<file path="config.mk">
export PLATFORM = sky130hd
export DESIGN_NAME = pwm_fade_ramp
export DESIGN_NICKNAME = d
export VERILOG_FILES = /design/src/rtl/pwm_pkg.sv /design/src/rtl/pwm_period_timer.sv /design/src/rtl/pwm_fade_ramp.sv
export SDC_FILE = /design/constraint.sdc
export NUM_CORES = 1
export LEC_CHECK = 0
export ABC_CLOCK_PERIOD_IN_PS = 7500
export CORE_MARGIN = 2
export CORE_UTILIZATION = 50
export DETAILED_ROUTE_END_ITERATION = 8
export PLACE_DENSITY_LB_ADDON = 0.3
export SLEW_MARGIN = 10
export SYNTH_ARGS = -nofsm -noshare
export SYNTH_HDL_FRONTEND = slang
export SYNTH_SLANG_ARGS = --single-unit
</file>
<file path="constraint.sdc">
create_clock -name clk -period 7.5 [get_ports clk]
set_clock_uncertainty 0.2 [all_clocks]
set_input_delay 1.5 -clock clk [delete_from_list [all_inputs] [get_ports clk]]
set_output_delay 1.5 -clock clk [all_outputs]
set_load 0.01 [all_outputs]
</file>
<file path="src/rtl/pwm_pkg.sv">
// Shared types and default widths for the PWM fade/ramp duty source.
// Included by pwm_period_timer and pwm_fade_ramp.
package pwm_pkg;

    localparam int unsigned W_DEF  = 16;
    localparam int unsigned CW_DEF = 8;

    typedef enum logic [2:0] {
        IDLE      = 3'd0,
        RAMP_UP   = 3'd1,
        HOLD_HIGH = 3'd2,
        RAMP_DOWN = 3'd3,
        HOLD_LOW  = 3'd4
    } ramp_state_e;

endpackage

</file>
<file path="src/rtl/pwm_period_timer.sv">
// PWM period counter; period_wrap is registered and high on the last
// clock of each period, so it lines up with a PWM using the same counter.
module pwm_period_timer
    import pwm_pkg::*;
#(
    parameter int W = W_DEF
) (
    input  logic         clk,
    input  logic         rst_n,
    input  logic         enable,
    input  logic [W-1:0] period,
    output logic         period_wrap
);

    logic [W-1:0] r_cnt;
    logic         r_wrap;
    logic [W-1:0] w_last;
    logic [W-1:0] w_cnt_nxt;

    // period 0 and 1 both collapse to a one-clock period
    assign w_last    = (period == '0) ? '0 : period - W'(1);
    assign w_cnt_nxt = (r_cnt >= w_last) ? '0 : r_cnt + W'(1);

    always_ff @(posedge clk or negedge rst_n) begin
        if (!rst_n) begin
            r_cnt  <= '0;
            r_wrap <= 1'b0;
        end else if (!enable) begin
            r_cnt  <= '0;
            r_wrap <= 1'b0;
        end else begin
            r_cnt  <= w_cnt_nxt;
            r_wrap <= (w_cnt_nxt >= w_last);
        end
    end

    assign period_wrap = r_wrap;

endmodule

</file>
<file path="src/rtl/pwm_fade_ramp.sv">
// Breathing triangular duty source, updated only at PWM period boundaries.
// Optional cycle_done pulse enabled by PWM_FADE_DONE_IRQ_EN.
module pwm_fade_ramp
    import pwm_pkg::*;
#(
    parameter int W  = W_DEF,
    parameter int CW = CW_DEF
) (
    input  logic          clk,
    input  logic          rst_n,
    input  logic          enable,
    input  logic [W-1:0]  period,
    input  logic [W-1:0]  duty_min,
    input  logic [W-1:0]  duty_max,
    input  logic [W-1:0]  step,
    input  logic [CW-1:0] periods_per_step,
    input  logic [CW-1:0] hold_periods,
    output logic [W-1:0]  duty_cycle,
    output logic          period_wrap,
    output logic [2:0]    ramp_state
`ifdef PWM_FADE_DONE_IRQ_EN
    ,
    output logic          cycle_done
`endif
);

    ramp_state_e   r_state;
    ramp_state_e   w_state_nxt;
    logic [W-1:0]  r_duty;
    logic [W-1:0]  w_duty_nxt;
    logic [CW-1:0] r_step_cnt;
    logic [CW-1:0] r_hold_cnt;
    logic [CW-1:0] w_pps;
    logic [CW-1:0] w_hold;
    logic          w_wrap;
    logic          w_step_evt;
    logic          w_hold_evt;
    logic          w_trans;
    logic [W:0]    w_sum;
    logic [W:0]    w_lo;

    pwm_period_timer #(
        .W(W)
    ) u_timer (
        .clk        (clk),
        .rst_n      (rst_n),
        .enable     (enable),
        .period     (period),
        .period_wrap(w_wrap)
    );

    assign w_pps  = (periods_per_step == '0) ? CW'(1) : periods_per_step;
    assign w_hold = (hold_periods == '0) ? CW'(1) : hold_periods;

    // >= keeps events firing if the period count is lowered mid-count
    assign w_step_evt = w_wrap && (r_step_cnt >= w_pps - CW'(1));
    assign w_hold_evt = w_wrap && (r_hold_cnt >= w_hold - CW'(1));

    assign w_sum = {1'b0, r_duty} + {1'b0, step};
    assign w_lo  = {1'b0, duty_min} + {1'b0, step};

    always_comb begin
        w_state_nxt = r_state;
        w_duty_nxt  = r_duty;
        if (!enable) begin
            w_state_nxt = IDLE;
            w_duty_nxt  = '0;
        end else begin
            unique case (r_state)
                IDLE: begin
                    w_state_nxt = RAMP_UP;
                    w_duty_nxt  = duty_min;
                end
                RAMP_UP: begin
                    if (w_step_evt) begin
                        w_duty_nxt = (w_sum >= {1'b0, duty_max}) ?
                                     duty_max : w_sum[W-1:0];
                        if (w_duty_nxt == duty_max)
                            w_state_nxt = HOLD_HIGH;
                    end
                end
                HOLD_HIGH: begin
                    if (w_hold_evt)
                        w_state_nxt = RAMP_DOWN;
                end
                RAMP_DOWN: begin
                    if (w_step_evt) begin
                        w_duty_nxt = ({1'b0, r_duty} < w_lo) ?
                                     duty_min : r_duty - step;
                        if (w_duty_nxt == duty_min)
                            w_state_nxt = HOLD_LOW;
                    end
                end
                HOLD_LOW: begin
                    if (w_hold_evt)
                        w_state_nxt = RAMP_UP;
                end
                default: begin
                    w_state_nxt = IDLE;
                    w_duty_nxt  = '0;
                end
            endcase
        end
    end

    assign w_trans = (w_state_nxt != r_state);

    always_ff @(posedge clk or negedge rst_n) begin
        if (!rst_n) begin
            r_state <= IDLE;
            r_duty  <= '0;
        end else begin
            r_state <= w_state_nxt;
            r_duty  <= w_duty_nxt;
        end
    end

    always_ff @(posedge clk or negedge rst_n) begin
        if (!rst_n) begin
            r_step_cnt <= '0;
            r_hold_cnt <= '0;
        end else if (w_trans || r_state == IDLE) begin
            r_step_cnt <= '0;
            r_hold_cnt <= '0;
        end else if (w_wrap) begin
            r_step_cnt <= w_step_evt ? '0 : r_step_cnt + CW'(1);
            r_hold_cnt <= w_hold_evt ? '0 : r_hold_cnt + CW'(1);
        end
    end

`ifdef PWM_FADE_DONE_IRQ_EN
    logic r_done;

    always_ff @(posedge clk or negedge rst_n) begin
        if (!rst_n)
            r_done <= 1'b0;
        else
            r_done <= (r_state == HOLD_LOW) && (w_state_nxt == RAMP_UP);
    end

    assign cycle_done = r_done;
`endif

    assign duty_cycle  = r_duty;
    assign period_wrap = w_wrap;
    assign ramp_state  = r_state;

endmodule

</file>
==> results of run 1 <==
==> metal layers <==
| layer | up-vias | part of all wire, % | global-route usage [%] |
|---|---|---|---|
| li1 | 4544 | - | - |
| met1 | 4371 | 45 | 40.3 |
| met2 | 411 | 44 | 43.5 |
| met3 | 42 | 9.0 | 5.82 |
| met4 | 0 | 1.5 | 4.16 |
| met5 | - | 0 | 0 |
==> logic make-up after synthesis <==
logic type,after synthesis,synth area share [%]
AO/OA/AOI/OAI,323,25.2
XOR/XNOR,99,10.0
adder cells (fa/ha/maj),136,18.7
buffers and inverters,120,5.84
flip-flops,52,14.1
multiplexers,14,1.54
AND/OR/NAND/NOR,440,24.6
==> cells in the mapped netlist (all sizes together), types with 25 or more instances <==
| master | number |
|---|---|
| nand2b | 26 |
| ha | 132 |
| nand2 | 88 |
| a21oi | 70 |
| a21o | 32 |
| nand3 | 37 |
| dfrtp | 52 |
| o21ai | 67 |
| buf | 25 |
| xor2 | 32 |
| xnor2 | 63 |
| inv | 67 |
| nor3 | 38 |
| and3 | 28 |
| clkbuf | 26 |
| nor2 | 116 |
==> through the flow <==
| step | area (um2) | util (%) | std cells | hold WS (ps) |
|---|---|---|---|---|
| global route | 10500 | 58.4 | 1492 | 424 |
| finish | 10500 | 58.4 | 1492 | 382 |
| detailed placement | 10400 | 57.6 | 1484 | 358 |
| global placement | 10400 | 57.6 | 1484 | 362 |
| floorplan | 9210 | - | 1184 | 311 |
| CTS | 10500 | 58.4 | 1492 | 379 |
==> tightest hold or removal path: stages (launching register included) <==
cell and delay [ps]:
dfrtp_1 380, xor2_1 80, nor2_1 80
==> area by class of cell <==
class / count / area, um2
fillers: 1707 / 7500
multi-input cells: 1012 / 7370
flip-flops and latches: 52 / 1300
repair buffers: 122 / 1170
well taps: 229 / 287
inverters: 69 / 259
clock buffers: 6 / 129
clock inverters: 2 / 16.3
==> path summary, 6_finish.rpt <==
check                              endpoint  slack (ps)
max                           r_hold_cnt[3]         570
min                           r_hold_cnt[7]         380
max reg2reg                   r_hold_cnt[3]        1880
min reg2reg                   r_hold_cnt[7]         380
max in group asynchronous     r_step_cnt[1]        5500
min in group asynchronous  u_timer.r_cnt[0]        1110
==> power by group <==
group	total (mW)	internal (mW)	switching, mW
Clock	0.231	0.125	0.106
Combinational	1.21	0.503	0.706
Sequential	0.332	0.297	0.0355
==> registers in the layout, indices dropped and copies added, names as in the netlist <==
register             cells
duty_cycle              16
u_timer.period_wrap      1
ramp_state               3
r_hold_cnt               8
u_timer.r_cnt           16
r_step_cnt               8
==> results.cfg, run 1 <==
[route]
drtIter0Drc = 927
drc = 0
ant_nets = 0
vias = 9368
drt_wl_total_um = 27900
dr.pass1.iters = 6
viasPerCell = 6.28
wire_per_inst_um = 18.7

[global_route]
antenna_found_initial = 0
grt_pass1_wl_um = 44800
grt_max_degree = 53
grt_pass1_vias = 8636
track_usage_pct = 27.8
overflow = 0

[worst_setup_path]
cpPeakStageDelay_ps = 580
reg2regPathDepth = 20
crit_required_ps = 7520
critPathCaptureType = flip-flop
cp_max_fo = 8
path_cells = clkdlybuf4s50_1, inv_1, fa_1, nor2_1, o311ai_2, a211oi_2, o31ai_2, o21ai_1, xnor2_1, ha_1, a21o_1, a211oi_1, nand2_1, a211oi_1, a21oi_1, a211oi_1, nor2_1, o21ai_1, or4b_1, nor2_1
slowest_stage = a211oi_2
critPathArrivalTime_ps = 6950
r2r-start = duty_cycle[0]
path_delay_family = compound AO/OA/AOI/OAI gates
crit_type = in -> reg
cp-startpoint = step[1]
cp-start-kind = primary input
path_depth = 20
cp.buffers_inverters = 2

[cells_and_area]
final_cell_mix = 132 x ha_1, 116 x nor2_1, 101 x clkdlybuf4s50_1
diodes = 0
nets = 1480
mostFrequentLayoutCell = ha_1
syn2layout_area_growth_pct = 14.3
final_layout_size_suffix_gt1_share_pct = 5.62

[clock_network]
cts.sinks = 52
post_cts_resized = 0
clk_pin_slew_ps = 70
clockRootBuffer = clkbuf_16
cts_max_level = 2
cts_setup_buffers = 0
cts_tree = yes
hold_buffers = 0
cts-buffers-inserted = 5
clock_path_buffers = 2
clk_latency_ps = 290

[synth]
synth_flop_cell = dfrtp_1
syn_area_per_cell_um2 = 7.77
ys_seq_elements = 52
synthTopCellsByArea = ha_1 18%, dfrtp_1 14%, xnor2_1 6.0%
yosysSeqAreaShare_pct = 14.1
synth-edff-count = 0
async_flop_share_pct = 100
synth_nets = 1402
syn_inst = 1184
synth_cell_types = 93
synth_top_cell_area_share_pct = 17.9
synth_area_um2 = 9210
synth_area_leader_cell = ha_1
yosys_warnings = 0

[sta]
worst_slack_ps = 570
finalHoldViolCount = 0
fmax_ghz = 0.144
fin_crit_ps = 6930
rsz0062_at_grt = no
slew_headroom_pct = 33.8
fin_setup_tns_ps = 0
setup_viol = 0
post-route-period-util_pct = 92.4
drv_slew = 0
worstMarginPinSlew_ps = 980

[pwr]
power_leakage_nw = 4.82
ir_drop_mv = 0.106
power_mw = 1.77
p_per_area_nw_per_um2 = 168

[floorplan]
dieWidth_um = 140
fp.dieH_um = 140
core_area_um2 = 18000
start_util_pct = 51.1
boundaryPins = 103
num_rows = 49
dieArea_um2 = 19500

[place]
gp_congestion = 0.981
place_hpwl_um = 22600
port_buffers = 102
pre_cts_ws_ps = 369

[min_path]
min_path_type = reg -> reg
whs_path_depth = 2
hp-start = r_hold_cnt[7]

[status]
run_status = complete, no violations

[flow_run]
max-cap-violations = 0
Note: power is estimated with default switching activity, not from simulation.
==> inputs of run 2 (changes only) <==
--- a/config.mk
+++ b/config.mk
@@ -8,7 +8,9 @@
 export ABC_CLOCK_PERIOD_IN_PS = 7500
 export CORE_MARGIN = 2
 export CORE_UTILIZATION = 50
+export CTS_CLUSTER_DIAMETER = 80
 export DETAILED_ROUTE_END_ITERATION = 8
+export MAX_ROUTING_LAYER = met4
 export PLACE_DENSITY_LB_ADDON = 0.3
 export SLEW_MARGIN = 10
 export SYNTH_ARGS = -nofsm -noshare
==> run 2 against run 1 <==
Effect of this change: worst setup slack got worse by 39 ps; final area increased by 0.27%; worst hold slack improved by 2.8 ps; global-route usage increased by 0.82 points; final cell count increased by 0.20%; largest cell class unchanged; sequential share of layout area about the same; critical path depth increased by 1; largest power group unchanged; die area unchanged; sequential cell count unchanged; register-to-register slack improved by 50 ps; via count increased by 0.36%; total power increased by 1.4%.
==> results.cfg, run 2 (same netlist as run 1, synthesis figures left out) <==
[global_route]
met3_usage_pct = 4.89
antenna_found_initial = 0
grt_pass1_vias = 8596
grt_max_degree = 53
grt_pass1_wl_um = 44900
grt_util_met2_pct = 43.2
grt_util_met1_pct = 40.3
overflow = 0
track_usage_pct = 28.6
grt.busiest_layer = met2

[route]
wire_per_inst_um = 18.8
vias = 9402
viasPerCell = 6.29
drtIter0Drc = 887
drc = 0
drt_wl_total_um = 28000
ant_nets = 0
dr.pass1.iters = 6

[floorplan]
num_rows = 49
fp.dieH_um = 140
core_area_um2 = 18000
boundaryPins = 103
dieWidth_um = 140
start_util_pct = 51.1
dieArea_um2 = 19500

[cells_and_area]
diodes = 0
fin_util_pct = 58.5
instances_no_fill = 1495
nets = 1483
final_layout_size_suffix_gt1_share_pct = 5.92
final_cell_mix = 132 x ha_1, 116 x nor2_1, 101 x clkdlybuf4s50_1
syn2layout_area_growth_pct = 14.6
n_fill_cell = 1675
mostFrequentLayoutCell = ha_1

[clock_network]
hold_buffers = 0
cts_setup_buffers = 0
cts_tree = yes
post_cts_resized = 0
cts.sinks = 52
cts-buffers-inserted = 5
clk_pin_slew_ps = 80
clk_latency_ps = 300
cts_max_level = 2
clock_path_buffers = 2
clockRootBuffer = clkbuf_16

[place]
place_hpwl_um = 22700
port_buffers = 102
gp_congestion = 1.00
dp.cells = 1487

[pwr]
power_mw = 1.80
switchingPower_uw = 867
p_clk_share_pct = 13.5
pwr-share-seq_pct = 18.4
p_per_area_nw_per_um2 = 170
internal-power_uw = 930
switching_share_pct = 48.2
combPwrFrac_pct = 68.1
ir_drop_mv = 0.0994
power_leakage_nw = 4.83

[flow_run]
max-cap-violations = 0

[worst_setup_path]
path_common_cell = a21oi_1
cpPeakStageDelay_ps = 590
worstReg2RegEnd = r_hold_cnt[4]
path_cells = clkdlybuf4s50_1, ha_1, a21o_1, a21oi_1, o21ba_2, o21ai_0, a41oi_1, a21oi_1, and4_1, a211o_1, a21oi_1, xor2_1, ha_1, o211ai_1, a211oi_1, o211ai_1, a41oi_1, nor2b_1, o21a_1, a222oi_1, o31ai_1
crit_type = in -> reg
crit_required_ps = 7460
r2r_slack_ps = 1930
critPathCaptureType = flip-flop
reg2regPathDepth = 21
critPathArrivalTime_ps = 6930
cp-start-kind = primary input
r2r-start = duty_cycle[0]
cp_max_fo = 15
slowest_stage = clkdlybuf4s50_1

[sta]
post-route-period-util_pct = 92.9
rsz0062_at_grt = no
slew_headroom_pct = 29.2
finalHoldViolCount = 0
worstMarginPinSlew_ps = 1050
setup_viol = 0
timing.hold.ws_ps = 385
fin_setup_tns_ps = 0
fin_crit_ps = 6970
drv_slew = 0
fmax_ghz = 0.143

[status]
run_status = complete, no violations

[min_path]
min_path_type = reg -> reg
hp-start = r_hold_cnt[7]
whs_path_depth = 2
worstHoldEndpoint = r_hold_cnt[7]
## run 2: cell types whose count changed in the layout (fill, tap and decap cells not counted), sizes merged
cell / previous run / this run
clkinv: 3 / 2
buf: 21 / 24
clkbuf: 6 / 5
clkinvlp: 1 / 2
inv: 67 / 68
## run 2: layout make-up
| cell class | count | area (um2) | share of cell area (%) |
|---|---|---|---|
| Clock inverter | 3 | 26.3 | 0.249 |
| Timing Repair Buffer | 125 | 1190 | 11.3 |
| Multi-Input combinational cell | 1012 | 7370 | 69.8 |
| Inverter | 69 | 259 | 2.45 |
| Clock buffer | 5 | 125 | 1.19 |
| Tap cell | 229 | 287 | 2.72 |
| Sequential cell | 52 | 1300 | 12.3 |
## run 2: worst max-delay path by stage
| stage | end | from | cells after the start |
|---|---|---|---|
| 2_1_floorplan | u_timer.period_wrap | period[5] | 25 |
| 3_3_place_gp | r_hold_cnt[4] | step[2] | 20 |
| 3_5_place_dp | duty_cycle[2] | step[1] | 21 |
| 4_1_cts | duty_cycle[2] | step[1] | 21 |
| 5_1_grt | duty_cycle[2] | step[0] | 23 |
| 6_report | duty_cycle[2] | step[1] | 21 |
## run 2: layer usage
metal,share of wire (%),wire (um)
met5,0,0
met3,8.9,2500
met1,46,12800
met2,44,12200
met4,2.0,565
## run 2: power groups by stage
stage          sequential (mW)  clock, mW  combinational [mW]
2_1_floorplan            0.329          0               0.837
3_3_place_gp             0.336          0                1.18
3_5_place_dp             0.335          0                1.19
4_1_cts                  0.330      0.244                1.20
5_1_grt                  0.333      0.256                1.33
6_report                 0.331      0.242                1.22
## run 2: critical path, delay by kind of cell
kind,cells,cell delay (ps)
buf+inv,1,590
fa+ha+maj,2,580
simple gates,2,360
xor+xnor,1,110
compound gates,15,3790
## run 2: per-stage QoR
stage	worst slack, ps	instance area (um2)
after floorplan	1080	9210
after global placement	533	10400
after detailed placement	364	10400
after CTS	638	10600
after global routing	133	10600
final	531	10600
